File: src/rtl/udma_filter_bincu_if.sv
// Sample stream into the BINCU and 1-bit binarized stream out of it.
// Both directions use a valid/ready handshake; a transfer happens when
// valid & ready are high at a rising clock edge.
//   input_data / input_valid / input_ready    : arithmetic-unit result stream
//   output_data / output_valid / output_ready : binarized stream
// Modports: master = stream producer/consumer side (testbench or upstream),
//           slave  = BINCU side.
interface udma_filter_bincu_if #(
  parameter int DATA_WIDTH = 32
);
  logic [DATA_WIDTH-1:0] input_data;
  logic                  input_valid;
  logic                  input_ready;
  logic                  output_data;
  logic                  output_valid;
  logic                  output_ready;

  modport master (
    output input_data, input_valid, output_ready,
    input  input_ready, output_data, output_valid
  );

  modport slave (
    input  input_data, input_valid, output_ready,
    output input_ready, output_data, output_valid
  );
endinterface

File: src/rtl/udma_filter_bincu.sv
// udma_filter_bincu: binarization/counting unit of the uDMA filter datapath.
// Each accepted sample is extended to full width according to the configured
// datasize and signedness. It is then compared strictly against the
// threshold, and the 1-bit result goes out after one register stage. Results
// of 1 are counted while counting is enabled; the count saturates at its
// maximum. A one-cycle event fires the first time the count reaches the
// programmed target after a start.
//
// Optional build macro UDMA_FILTER_BINCU_HYST_EN adds cfg_hyst_i. The result
// then becomes a hysteresis state: it sets above the threshold, clears below
// (threshold - hyst), and otherwise holds its previous value.
//
// Ports:
//   clk_i, rstn_i       clock, asynchronous active-low reset
//   cfg_use_signed_i    signed extension/compare when 1
//   cfg_datasize_i      00 byte, 01 halfword, 1x word
//   cfg_threshold_i     compare threshold
//   cfg_counter_i       event target count (0 = never)
//   cfg_en_counter_i    enable counting and event
//   cfg_hyst_i          hysteresis width (only with UDMA_FILTER_BINCU_HYST_EN)
//   cmd_start_i         clears the count and re-arms the event
//   stream              slave side of the sample/result handshake interface
//   counter_val_o       live count
//   act_event_o         one-cycle pulse when the target is reached
module udma_filter_bincu #(
  parameter int TRANS_SIZE = 15,
  parameter int DATA_WIDTH = 32
) (
  input  logic                  clk_i,
  input  logic                  rstn_i,
  input  logic                  cfg_use_signed_i,
  input  logic [1:0]            cfg_datasize_i,
  input  logic [DATA_WIDTH-1:0] cfg_threshold_i,
  input  logic [TRANS_SIZE-1:0] cfg_counter_i,
  input  logic                  cfg_en_counter_i,
`ifdef UDMA_FILTER_BINCU_HYST_EN
  input  logic [DATA_WIDTH-1:0] cfg_hyst_i,
`endif
  input  logic                  cmd_start_i,
  udma_filter_bincu_if.slave    stream,
  output logic [TRANS_SIZE-1:0] counter_val_o,
  output logic                  act_event_o
);

  localparam logic [TRANS_SIZE-1:0] CNT_MAX = '1;

  logic                  out_valid_q, out_valid_d;
  logic                  out_data_q,  out_data_d;
  logic [TRANS_SIZE-1:0] cnt_q,       cnt_d;
  logic                  armed_q,     armed_d;
  logic                  event_q,     event_d;
  logic                  hyst_q,      hyst_d;

  logic                  accept;
  logic [DATA_WIDTH-1:0] sample_ext;
  logic                  above;
  logic                  result;
  logic                  hyst_base;
  logic                  inc;

  assign stream.input_ready = ~out_valid_q | stream.output_ready;
  assign accept             = stream.input_valid & stream.input_ready;

  // Bits above the configured datasize become copies of the sample's sign
  // bit (signed) or zeros (unsigned).
  always_comb begin
    sample_ext = stream.input_data;
    case (cfg_datasize_i)
      2'b00: for (int i = 8; i < DATA_WIDTH; i++)
               sample_ext[i] = cfg_use_signed_i & stream.input_data[7];
      2'b01: for (int i = 16; i < DATA_WIDTH; i++)
               sample_ext[i] = cfg_use_signed_i & stream.input_data[15];
      default: ;
    endcase
  end

  assign above = cfg_use_signed_i ? ($signed(sample_ext) > $signed(cfg_threshold_i))
                                  : (sample_ext > cfg_threshold_i);

  // A start in the same cycle as an accept clears the hysteresis state
  // before the new sample is evaluated.
  assign hyst_base = cmd_start_i ? 1'b0 : hyst_q;

`ifdef UDMA_FILTER_BINCU_HYST_EN
  // The lower bound is computed two bits wider than the data so that
  // threshold - hyst cannot overflow. It is then clamped at the minimum
  // of the active number type.
  logic signed [DATA_WIDTH+1:0] thr_x, hyst_x, smp_x, low_x, min_x, low_sat;
  logic                         below;

  always_comb begin
    thr_x   = {{2{cfg_use_signed_i & cfg_threshold_i[DATA_WIDTH-1]}}, cfg_threshold_i};
    smp_x   = {{2{cfg_use_signed_i & sample_ext[DATA_WIDTH-1]}}, sample_ext};
    hyst_x  = {2'b00, cfg_hyst_i};
    low_x   = thr_x - hyst_x;
    min_x   = cfg_use_signed_i ? {3'b111, {(DATA_WIDTH-1){1'b0}}} : '0;
    low_sat = (low_x < min_x) ? min_x : low_x;
    below   = smp_x < low_sat;
  end

  assign result = above ? 1'b1 : (below ? 1'b0 : hyst_base);
`else
  assign result = above;
`endif

  assign hyst_d = accept ? result : hyst_base;
  assign inc    = accept & result & cfg_en_counter_i;

  always_comb begin
    out_valid_d = out_valid_q;
    out_data_d  = out_data_q;
    if (accept) begin
      out_valid_d = 1'b1;
      out_data_d  = result;
    end else if (stream.output_ready) begin
      out_valid_d = 1'b0;
    end
  end

  // The event is evaluated only when the count actually moves, so a
  // saturated count that equals the target cannot re-trigger it.
  always_comb begin
    cnt_d   = cnt_q;
    armed_d = armed_q;
    event_d = 1'b0;
    if (cmd_start_i) begin
      cnt_d   = '0;
      armed_d = 1'b1;
    end
    if (inc && (cmd_start_i || cnt_q != CNT_MAX)) begin
      cnt_d = cmd_start_i ? TRANS_SIZE'(1) : cnt_q + TRANS_SIZE'(1);
      if (armed_d && cfg_counter_i != '0 && cnt_d == cfg_counter_i) begin
        event_d = 1'b1;
        armed_d = 1'b0;
      end
    end
  end

  always_ff @(posedge clk_i or negedge rstn_i) begin
    if (!rstn_i) begin
      out_valid_q <= 1'b0;
      out_data_q  <= 1'b0;
      cnt_q       <= '0;
      armed_q     <= 1'b1;
      event_q     <= 1'b0;
      hyst_q      <= 1'b0;
    end else begin
      out_valid_q <= out_valid_d;
      out_data_q  <= out_data_d;
      cnt_q       <= cnt_d;
      armed_q     <= armed_d;
      event_q     <= event_d;
      hyst_q      <= hyst_d;
    end
  end

  assign stream.output_valid = out_valid_q;
  assign stream.output_data  = out_data_q;
  assign counter_val_o       = cnt_q;
  assign act_event_o         = event_q;

endmodule

File: src/flat_wrapper.sv
// flat-port wrapper written by rule: the top's interface ports become plain ports
module udma_filter_bincu_flat 
#(
  parameter int TRANS_SIZE = 15,
  parameter int DATA_WIDTH = 32
)
  (clk_i, rstn_i, cfg_use_signed_i, cfg_datasize_i, cfg_threshold_i, cfg_counter_i, cfg_en_counter_i, cmd_start_i, counter_val_o, act_event_o, stream_input_data, stream_input_valid, stream_output_ready, stream_input_ready, stream_output_data, stream_output_valid);
  udma_filter_bincu_if #(.DATA_WIDTH(DATA_WIDTH)) stream_i ();
  input  logic clk_i;
  input  logic rstn_i;
  input  logic cfg_use_signed_i;
  input  logic [1:0] cfg_datasize_i;
  input  logic [DATA_WIDTH-1:0] cfg_threshold_i;
  input  logic [TRANS_SIZE-1:0] cfg_counter_i;
  input  logic cfg_en_counter_i;
  input  logic cmd_start_i;
  output logic [TRANS_SIZE-1:0] counter_val_o;
  output logic act_event_o;
  input wire logic [$bits(stream_i.input_data)-1:0] stream_input_data;
  input wire logic [$bits(stream_i.input_valid)-1:0] stream_input_valid;
  input wire logic [$bits(stream_i.output_ready)-1:0] stream_output_ready;
  output wire logic [$bits(stream_i.input_ready)-1:0] stream_input_ready;
  output wire logic [$bits(stream_i.output_data)-1:0] stream_output_data;
  output wire logic [$bits(stream_i.output_valid)-1:0] stream_output_valid;
  assign stream_i.input_data = stream_input_data;
  assign stream_i.input_valid = stream_input_valid;
  assign stream_i.output_ready = stream_output_ready;
  assign stream_input_ready = stream_i.input_ready;
  assign stream_output_data = stream_i.output_data;
  assign stream_output_valid = stream_i.output_valid;
  udma_filter_bincu #(.TRANS_SIZE(TRANS_SIZE), .DATA_WIDTH(DATA_WIDTH)) u_core (.clk_i(clk_i), .rstn_i(rstn_i), .cfg_use_signed_i(cfg_use_signed_i), .cfg_datasize_i(cfg_datasize_i), .cfg_threshold_i(cfg_threshold_i), .cfg_counter_i(cfg_counter_i), .cfg_en_counter_i(cfg_en_counter_i), .cmd_start_i(cmd_start_i), .stream(stream_i), .counter_val_o(counter_val_o), .act_event_o(act_event_o));
endmodule
File: config.mk
export PLATFORM = sky130hd
export DESIGN_NAME = udma_filter_bincu_flat
export DESIGN_NICKNAME = d
export VERILOG_FILES = /design/src/rtl/udma_filter_bincu_if.sv /design/src/rtl/udma_filter_bincu.sv /design/src/flat_wrapper.sv
export SDC_FILE = /design/constraint.sdc
export NUM_CORES = 1
export LEC_CHECK = 0
export BUFFER_PORTS_ARGS = -buffer_cell sky130_fd_sc_hd__buf_2
export CAP_MARGIN = 10
export CORE_AREA = 10 10 86 88
export DETAILED_ROUTE_END_ITERATION = 12
export DIE_AREA = 0 0 96 98
export GPL_TIMING_DRIVEN = 0
export PLACE_DENSITY = 0.79
export SETUP_SLACK_MARGIN = 0.3
export SYNTH_ARGS = -nofsm -noshare
export SYNTH_HDL_FRONTEND = slang
export SYNTH_SLANG_ARGS = --single-unit
File: constraint.sdc
create_clock -name clk_i -period 2.93 [get_ports clk_i]
set_input_delay 0.293 -clock clk_i [delete_from_list [all_inputs] [get_ports clk_i]]
set_output_delay 0.293 -clock clk_i [all_outputs]
set_load 0.02 [all_outputs]
# Yosys cells after proc, flatten, opt, wreduce, memory -nomap -nowiden

Cells that the tools add are included.

Register bits: 19
Bits in latches: 0
RAM bits: 0
ROM bits: 0
Output and inout port bits: 19
Logic and storage cells: 39
Memories kept: 0

$add $sub $neg: 1
Multiply operators: 0
Div/mod/pow operators: 0
Magnitude comparators: 2
Equality and inequality tests: 3
Shift operators: 0
Muxes and demuxes: 13
Bitwise gates (word level): 7
Reductions and logical operators: 8

Operators with widths:

| kind                                          | number |
|---|---|
| greater-than comparator 32 bit                | 2 |
| 2-to-1 mux 15 bit                             | 3 |
| case mux 16 bit (2 select lines)              | 1 |
| adder 15 x 1 -> 15 bit, second input constant | 1 |
| == test 15 bit                                | 1 |
| inequality test 15 bit, second input constant | 1 |
| nonzero test 15 bit                           | 1 |
| 2-to-1 mux 1 bit                              | 8 |
| 2-to-1 mux 8 bit                              | 1 |
| bitwise AND 1 bit                             | 5 |
| nonzero test 2 bit                            | 2 |
| logical AND 1 bit                             | 3 |
| == test 2 x 1 -> 1 bit, second input constant | 1 |
| zero test 2 bit                               | 1 |
| logical OR 1 bit                              | 1 |
| inverter 1 bit                                | 1 |
| OR 1 bit                                      | 1 |

# Longest topological paths before layout

Gate-level depths: netlist of run 1.

Depth after elaboration: 8
Gate-level depth with buffers: 14

# Least setup slack after synthesis of run 1

OpenSTA, ideal clock, no wires.

Path type: input to register
From: in cfg_datasize_i[0]
To: reg u_core.cnt_q[3], in the netlist u_core.counter_val_o[3]
Arrival: 3.560 ns
Data required time: 2.852 ns
Slack: -0.709 ns
Cell stages on the path: 14
Cells stage by stage: clkbuf_1 mux2_2 a21oi_1 clkbuf_1 a21oi_1 ha_1 a21oi_1 nand2_1 a221oi_1 o221ai_1 o21a_1 buf_6 or4_1 a21oi_1

Word-level cells in the longest chain between the ends: 8

RTL lines:

| element                                                                     | line                                             | source |
|---|---|---|
| start: declaration                                                          | flat_wrapper.sv:12                               | `input logic [1:0] cfg_datasize_i;` |
| == test 2 x 1 -> 1 bit / zero test 2 bit (equally long branches)            | udma_filter_bincu.sv:68                          | `case (cfg_datasize_i)` |
| case mux 16 bit (2 select lines) / 2-to-1 mux 8 bit (equally long branches) | udma_filter_bincu.sv:68                          |  |
| greater-than comparator 32 bit (on tied branches)                           | udma_filter_bincu.sv:78, udma_filter_bincu.sv:77 |  |
| 2-to-1 mux 1 bit (*)                                                        | udma_filter_bincu.sv:77                          | `assign above = cfg_use_signed_i ? ($signed(sample_ext) > $signed(cfg_threshold_i))` |
| bitwise AND 1 bit (*) (2 in a row)                                          | udma_filter_bincu.sv:107                         | `assign inc = accept & result & cfg_en_counter_i;` |
| logical AND 1 bit (*)                                                       | udma_filter_bincu.sv:130                         | `if (inc && (cmd_start_i \|\| cnt_q != CNT_MAX)) begin` |
| 2-to-1 mux 15 bit / nonzero test 2 bit (equally long branches)              | -                                                |  |
| end signal: assignment                                                      | udma_filter_bincu.sv:150                         | `cnt_q <= cnt_d;` |
| end: declaration                                                            | udma_filter_bincu.sv:49                          | `logic [TRANS_SIZE-1:0] cnt_q, cnt_d;` |

Mark *: on every way between the ends. The rest lies on a longest branch, timed or not.
A chain may end at the register's enable or synchronous reset.

# Worst setup path after layout of run 1

Ends and elaborated chain as after synthesis.

==> metrics.txt, run 1 <==
Max IR drop VDD 0.146 mV; Final #Nets 628; Synth area leaders dfrtp_1, ha_1, inv_1; Slew @ Worst Pin 0.649 ns; status finished with violations; final worst path period need 3.07 ns; commonest cells in the netlist inv_1, a21oi_1, ha_1, nand2_1, nor2_1; worst skew pair latency 0.27 ns; post-synthesis xor/xnor area fraction 5.01%; Clock Tree Buf Depth 2; Worst Setup End Kind flip-flop; worst setup path class input pin to flip-flop; Mapped Cells 377; Synth Warn # 0; met3 usage 4.44%; Global Route met2 Usage 34.9%; CP startpoint kind input pin; Yosys top cell by area dfrtp_1; slowest library cell on the worst path or4_4; Worst slew margin 56.7%; WP buf/inv 5; area grow syn2layout 43.5%; clk slew on worst S/H paths 0.08 ns; DR pass1 iterations 5; final worst-path setup slack -0.139 ns; CP Cell Sequence clkbuf_16, mux2_4, a21oi_4, buf_8, buf_6, a21oi_2, ha_4, and4_4, and4_4, nand2_4, o221ai_4, buf_12, o31ai_4, buf_12, or4_4, a21oi_2; Final GP Congestion 0.953; Sink Count 19; total CTS buffers 3; Final period util 105%; Static Leak 0.00207 uW; Syn Area/Cell 7.49 sq um; Synth cell types 71; Max Slew Vio Count 0; Area after DPL 3550 sq um; EDFF count, synth 0; first-pass GRT wire length 16100 um; MaxCap Viol Count 0; Post-Syn Nets 498; vias 3405; wire per inst 17.7 um; area share of and/or/nand/nor cells after synthesis 27.0%; layout cells sized above 1 38.3%; Post-Syn Area 2820 sq um; Setup violations, final 16; DP HPWL 7470 um; most frequent cell after synthesis inv_1; Fillers 462; DRC viols 0; largest net degree at the start of global routing 20; cell family with most CP delay simple AND/OR/NAND/NOR gates; initial antenna violation count 0; Synth Area in Compound Gates 23.7%; multi-input combinational cell area 2360 sq um; Main synth FF type dfrtp_1; mux share of post-synthesis cell area 2.66%; Setup TNS -1.26 ns; input/output buffers 104; Final ANT Viol Nets 0; max frequency 0.326 GHz; Worst Path Arrival 3.26 ns; Fin. Hold Viols 0; M1 GR Usage 23.9%; aggregate global-route resource usage 20.2%; failing checks negative setup slack; DP Worst Slack -0.645 ns; asr flop ratio synth 100%; Hold Path Class input pin to flip-flop; initial detailed-routing violation count 201; H-tree depth 1; storage element area 477 sq um; Root Buffer clkbuf_8; RSZ-0062 raised after global routing true; Initial Utilization 49.2%; adder-cell area share of the yosys netlist 14.6%; Worst Clk Skew 0.00677 ns; IO Count 107; main combinational cell family by area after synthesis simple AND/OR/NAND/NOR gates; busiest grt layer met2; chip height 98 um; Max FO, Critical Path 8; crit-path max cell delay 0.42 ns; CORE AREA 5750 sq um; post-synthesis sequential area ratio 16.9%; Synth top area share 16.0%; vias in the first global route 3445; die area 9410 sq um; vias per cell 5.86; GR Overflow Total 0; data required time of the worst path 3.13 ns; ant diodes 0; Pwr Total 928 uW; final instance area 4050 sq um; Routed Wire Length 10300 um; PwrDens 229 nW/um^2; Core Rows 28; #FFs+latches synth 19; Die W 96 um; CTS tree built
==> cells by family (layout without fill, tap and decap cells) <==
kind of cell,after synthesis,count (layout)
AOI/OAI and AO/OA,102,102
muxes,7,7
adders and majority gates,33,33
buffers and inverters,71,200
and+or+nand+nor,132,132
DFF,19,19
xor gates and xnor gates,13,13
==> state kept, by name, summed over array words and instances (netlist names) <==
register                    cells
u_core.act_event_o              1
u_core.stream.output_data       1
u_core.armed_q                  1
u_core.stream.output_valid      1
u_core.counter_val_o           15
==> placed cells by master, fill, tap and decap left out, types with 3 or more instances in the layout <==
master      n
a21o_1      3
a21oi_1    27
a21oi_2    10
a311oi_1    4
a31o_1      7
a31oi_1     6
and3_1      6
and4_1      5
and4_4      3
buf_12      4
buf_2     108
buf_4      12
buf_6       7
clkbuf_1    5
clkbuf_8    3
dfrtp_1    18
ha_1       31
inv_1      55
mux2_4      4
mux2i_1     3
nand2_1    21
nand2b_1    9
nand3_1     9
nand3_2     4
nand4_1     8
nor2_1     21
nor2b_1     7
nor3_1      8
nor4_1      3
o21ai_0    10
o21ai_1     4
xnor2_1     6
xor2_1      4
==> per-layer routing <==
layer,vias up,share of wire [%]
met4,0,2.5
met2,183,50
met1,1561,38
li1,1634,-
met3,27,9.0
met5,-,0
==> repair_timing <==
action	in CTS	in global routing
gates cloned	1	0
hold endpoints to repair	18	0
pin swaps	21	24
endpoints found under the setup margin	18	18
hold buffers	1	0
buffers inserted	12	7
gates resized for setup	33	16
==> path summary, 6_finish.rpt <==
path,startpoint,endpoint,slack [ns],cells past startpoint
setup / recovery,cfg_datasize_i[0],u_core.counter_val_o[3],-0.14,16
hold reg to reg,u_core.armed_q,u_core.armed_q,0.52,2
hold / removal,stream_input_valid,u_core.stream.output_valid,0.25,2
min in group asynchronous,rstn_i,u_core.act_event_o,0.52,2
setup reg to reg,u_core.counter_val_o[0],u_core.counter_val_o[7],0.01,9
max in group asynchronous,rstn_i,u_core.armed_q,2.07,2
==> where the power goes <==
group | switching, uW | internal [uW]
clock | 103 | 95.0
sequential | 8.47 | 268
combinational | 239 | 215
==> per-stage QoR <==
stage | instances | utilization [%] | hold slack (ns)
global placement | 556 | 61.9 | 0.263
finish | 581 | 70.5 | 0.249
detailed placement | 556 | 61.9 | 0.277
floorplan | 377 | - | -0.00259
CTS | 574 | 67.4 | 0.253
global route | 581 | 70.5 | 0.249
==> area by class of cell <==
type	instances	share of cell area (%)
tap	75	2.32
clock buffer	3	1.02
sequential	19	11.8
clock inverter	1	0.123
multi-input combinational	287	58.3
timing repair buffer	125	18.5
inverter	55	5.09
buffer	16	2.93
==> worst register-to-register path, delay by kind of cell, from the launching register on <==
family | cells | cell delay [ns]
fa+ha+maj | 1 | 0.34
buf+inv | 1 | 0.17
mux | 1 | 0.31
flops | 1 | 0.54
simple gates | 4 | 1.17
compound gates | 2 | 0.28
Power figures use the tool's default switching activity.
==> run 2: changes to the inputs <==
Settings changed: ABC_AREA from default to 1, CORE_AREA 10 10 86 88 to 10 10 85 87, DIE_AREA 0 0 96 98 to 0 0 95 97, PLACE_DENSITY 0.79 to 0.78.
==> metrics.txt, run 2 <==
Clock Tree Buf Depth 2; PwrDens 228 nW/um^2; CP Cell Sequence buf_8, nand2_4, nor3_4, a311oi_4, clkbuf_8, a21oi_1, ha_1, nand2_1, nor2_1, nand2_2, nor3b_2, nand2_1, o21a_1, nand4_2, buf_6, buf_8, nand3_1, o21ai_1; most frequent cell after synthesis nand2_1; EDFF count, synth 0; Worst slew margin 65.2%; Post-Place Cells 631; DRC viols 0; max reg flops 15; Hold Path Class input pin to flip-flop; WP buf/inv 4; Synth cell types 29; Initial Utilization 48.9%; initial antenna violation count 0; DR pass1 iterations 4; GR Overflow Total 0; worst skew pair latency 0.26 ns; max frequency 0.381 GHz; Static Leak 0.00216 uW; data required time of the worst path 3.11 ns; H-tree depth 1; wire per inst 13.2 um; Max Slew Vio Count 0; total CTS buffers 3; die area 9220 sq um; Root Buffer clkbuf_8; Hold Crit Depth 3; CP startpoint kind input pin; vias 3286; Final period util 89.5%; Final GP Congestion 0.926; Synth Warn # 0; IO Count 107; Fin. Hold Viols 0; CTS tree built; Worst Clk Skew 0.0104 ns; #FFs+latches synth 19; Setup violations, final 0; Worst Path Arrival 2.81 ns; slowest library cell on the worst path a311oi_4; cell family with most CP delay simple AND/OR/NAND/NOR gates; most frequent cells in the layout nand2_1, inv_1, buf_2, nand3_1, nor2_1; MaxCap Viol Count 0; Area after DPL 3350 sq um; Sink Count 19; Final ANT Viol Nets 0; Hold Slack 0.240 ns; aggregate global-route resource usage 16.8%; vias per cell 5.09; commonest cells in the netlist nand2_1, inv_1, nand3_1, nor2_1, a21oi_1; Synth area leaders dfrtp_1, ha_1, nand2_1; vias in the first global route 3190; status complete, no violations; FF-to-FF path depth 15; Syn Area/Cell 5.89 sq um; Final Instance Count excl. Fillers 646; Max FO, Critical Path 8; DP HPWL 7050 um; layout cells sized above 1 27.7%; Crit path depth 18; final instance area 3610 sq um; Core Rows 27; asr flop ratio synth 100%; Post-Syn Area 2680 sq um; area grow syn2layout 34.9%; Mapped Cells 454; post-synthesis sequential area ratio 17.8%; Die W 95 um; Routed Wire Length 8520 um; clk slew on worst S/H paths 0.07 ns; Max IR drop VDD 0.226 mV; Final #Nets 696; Post-Syn Nets 575; crit-path max cell delay 0.38 ns; ant diodes 0; final worst path period need 2.62 ns; initial detailed-routing violation count 154; RSZ-0062 raised after global routing true; Slew @ Worst Pin 0.522 ns; input/output buffers 105; worst setup path class input pin to flip-flop; chip height 97 um; Yosys top cell by area dfrtp_1; CORE AREA 5470 sq um; largest net degree at the start of global routing 20; Synth top area share 16.8%; Worst Setup End Kind flip-flop; most common cell after layout, fill and taps aside nand2_1; first-pass GRT wire length 13500 um; Main synth FF type dfrtp_1
run 2: changes by cell type after synthesis, sizes merged, moves of 8 or more:
cell,change
a31o,-8
and4,-9
inv,+49
nand2,+85
nand2b,-9
nand3,+29
nand4,+9
nor2,+18
o21ai,+11
run 2: worst paths after layout:
| path | startpoint | end | slack, ns |
|---|---|---|---|
| setup / recovery | cfg_use_signed_i | u_core.counter_val_o[4] | 0.31 |
| hold / removal | stream_input_valid | u_core.stream.output_valid | 0.24 |
| setup reg to reg | u_core.counter_val_o[0] | u_core.armed_q | 0.90 |
| hold reg to reg | u_core.stream.output_valid | u_core.stream.output_valid | 0.52 |
| max in group asynchronous | rstn_i | u_core.armed_q | 2.07 |
| min in group asynchronous | rstn_i | u_core.act_event_o | 0.51 |
run 2: metrics by stage:
| step | setup WS, ns | TNS (ns) | total power (uW) | util, % |
|---|---|---|---|---|
| 2_1_floorplan | 0.320 | 0 | 481 | - |
| 3_3_place_gp | -0.0966 | -0.942 | 591 | 61.2 |
| 3_5_place_dp | -0.135 | -1.35 | 603 | 61.2 |
| 4_1_cts | 0.303 | 0 | 801 | 63.1 |
| 5_1_grt | 0.138 | 0 | 890 | 66.0 |
| 6_report | 0.307 | 0 | 824 | 66.0 |
run 2: power by group:
part           total (uW)  internal (uW)  leakage (uW)  switching [uW]
registers             274            268      0.000257            5.60
clock network         190           94.6     0.0000255            95.9
logic                 360            160       0.00188             199
total                 824            523       0.00216             301
run 2: cells by family (layout without fill, tap and decap cells):
kind of cell / after synthesis / count (layout) / synth area share [%]
adders and majority gates: 33 / 33 / 15.4
AOI/OAI and AO/OA: 70 / 70 / 14.1
xor gates and xnor gates: 1 / 1 / 0.327
DFF: 19 / 19 / 17.8
and+or+nand+nor: 218 / 218 / 35.8
buffers and inverters: 113 / 233 / 16.5
run 2: area by class of cell:
| cell class | count | area [sq um] |
|---|---|---|
| multi-input combinational | 322 | 1880 |
| clock inverter | 1 | 5.00 |
| tap | 72 | 90.1 |
| timing repair buffer | 116 | 647 |
| clock buffer | 3 | 41.3 |
| fill | 527 | 1860 |
| inverter | 104 | 390 |
| buffer | 9 | 77.6 |
| sequential | 19 | 477 |
run 2: what timing repair did:
| item | CTS | global route |
|---|---|---|
| endpoints found under the hold margin | 10 | 0 |
| pin swaps | 2 | 15 |
| setup buffers | 3 | 5 |
| hold buffers | 1 | 0 |
| gates resized for setup | 4 | 30 |
| cloned | 1 | 1 |
| endpoints found under the setup margin | 17 | 17 |
run 2: layer usage:
layer  GRT usage, %  up-vias  part of all wire, %
met1           19.6     1449                   42
li1               -     1705                    -
met4           2.86        0                  1.1
met2           30.8      122                   49
met5              0        -                    0
met3           3.16       10                  8.0
run 2: worst min-delay path, stage by stage:
cell and delay [ns]:
buf_2 0.08, inv_1 0.04, nand2_1 0.06
==> run 3: changes to the inputs <==
Clock period 2.93 ns to 2.7 ns, I/O delays scaled along.
==> metrics.txt, run 3 (synthesized netlist as in run 2, its figures left out) <==
status complete, no violations; Final ANT Viol Nets 0; Worst slew margin 59.2%; Die W 95 um; Static Leak 0.00217 uW; clk slew on worst S/H paths 0.07 ns; Clock power frac 22.8%; CTS tree built; worst skew pair latency 0.27 ns; die area 9220 sq um; Worst Setup End Kind flip-flop; PwrDens 249 nW/um^2; vias in the first global route 3266; Max IR drop VDD 0.198 mV; sw frac 36.6%; max frequency 0.386 GHz; GR Overflow Total 0; Sink Count 19; Routed Wire Length 8740 um; CORE AREA 5470 sq um; Flop pwr share 32.4%; Global Route met2 Usage 32.5%; vias per cell 5.05; Max FO, Critical Path 5; vias 3255; MaxCap Viol Count 0; CP startpoint kind input pin; data required time of the worst path 2.88 ns; DRC viols 0; Internal 581 uW; largest net degree at the start of global routing 20; Final GP Congestion 0.918; Max Slew Vio Count 0; Hold Slack 0.216 ns; input/output buffers 105; Area after DPL 3390 sq um; max reg flops 15; IO Count 107; Setup violations, final 0; met3 usage 3.01%; initial antenna violation count 0; Final period util 95.9%; NetSw 336 uW; wire per inst 13.5 um; Initial Utilization 48.9%; chip height 97 um; busiest grt layer met2; total CTS buffers 3; M1 GR Usage 22.5%; Slew @ Worst Pin 0.612 ns; Core Rows 27; Root Buffer clkbuf_8; final worst path period need 2.59 ns; H-tree depth 1; initial detailed-routing violation count 160; ant diodes 0; DP HPWL 7110 um; most frequent cells in the layout inv_1, nand2_1, buf_2, nand3_1, ha_1; combinational group share of total power 44.8%; aggregate global-route resource usage 18.5%; Worst Path Arrival 2.77 ns; most common cell after layout, fill and taps aside inv_1; Worst Clk Skew 0.0116 ns; Clock Tree Buf Depth 2; worst setup path class input pin to flip-flop; Final #Nets 695; RSZ-0062 raised after global routing true; layout cells sized above 1 28.3%; first-pass GRT wire length 14500 um; area grow syn2layout 37.7%; Hold Path Class input pin to flip-flop; final instance area 3680 sq um; DR pass1 iterations 4; Fin. Hold Viols 0; Pwr Total 917 uW
==> run 3: per-layer routing <==
layer / part of all wire, % / up-vias
met5: 0 / -
met4: 1.0 / 0
met3: 7.7 / 8
met2: 49 / 127
met1: 43 / 1421
li1: - / 1699
==> run 3: cell type report <==
| cell class | count | area, sq um |
|---|---|---|
| multi-input combinational | 322 | 1910 |
| fill | 517 | 1790 |
| timing repair buffer | 115 | 681 |
| sequential | 19 | 477 |
| inverter | 104 | 390 |
| buffer | 9 | 90.1 |
| tap | 72 | 90.1 |
| clock buffer | 4 | 45.0 |
==> run 3: final timing paths <==
check / to / slack [ns] / cells past startpoint / start
max: u_core.counter_val_o[3] / 0.11 / 18 / stream_input_data[7]
min: u_core.stream.output_valid / 0.22 / 3 / stream_input_valid
max reg2reg: u_core.armed_q / 0.66 / 15 / u_core.counter_val_o[0]
min reg2reg: u_core.stream.output_valid / 0.51 / 2 / u_core.stream.output_valid
max in group asynchronous: u_core.armed_q / 1.89 / 2 / rstn_i
min in group asynchronous: u_core.act_event_o / 0.47 / 2 / rstn_i
==> run 3: per-stage QoR <==
step	std cells	setup WS (ns)	util [%]	TNS, ns
after global routing	645	-0.0804	67.3	-0.867
after global placement	631	-0.292	61.9	-4.12
after detailed placement	631	-0.365	61.9	-5.31
after CTS	643	0.156	65.6	0
final	645	0.112	67.3	0
after floorplan	454	0.151	-	0
==> run 3: critical path, stage by stage <==
cell and delay, ns:
buf_8 0.10, nand2_4 0.07, nor3_4 0.04, a311oi_4 0.39
clkbuf_8 0.24, a21oi_2 0.04, ha_1 0.30, nand2_1 0.07
nor2_2 0.14, nand2_2 0.08, nor3b_4 0.22, nand2_1 0.08
o21a_1 0.21, nand4_4 0.09, buf_6 0.15, buf_8 0.13
nand3_2 0.05, o21ai_1 0.09
==> run 3: timing repair <==
item | CTS | global route
hold endpoints to repair | 18 | 0
hold buffers | 1 | 0
pin swaps | 3 | 7
gates resized for setup | 23 | 20
setup buffers | 5 | 1
setup endpoints to repair | 18 | 18
gates cloned | 2 | 1
==> run 3: power groups by stage <==
| stage | sequential [uW] | clock (uW) | combinational (uW) |
|---|---|---|---|
| detailed placement | 302 | 0 | 359 |
| finish | 297 | 209 | 411 |
| floorplan | 310 | 0 | 216 |
| CTS | 297 | 207 | 391 |
| global route | 298 | 220 | 468 |
| global placement | 302 | 0 | 345 |
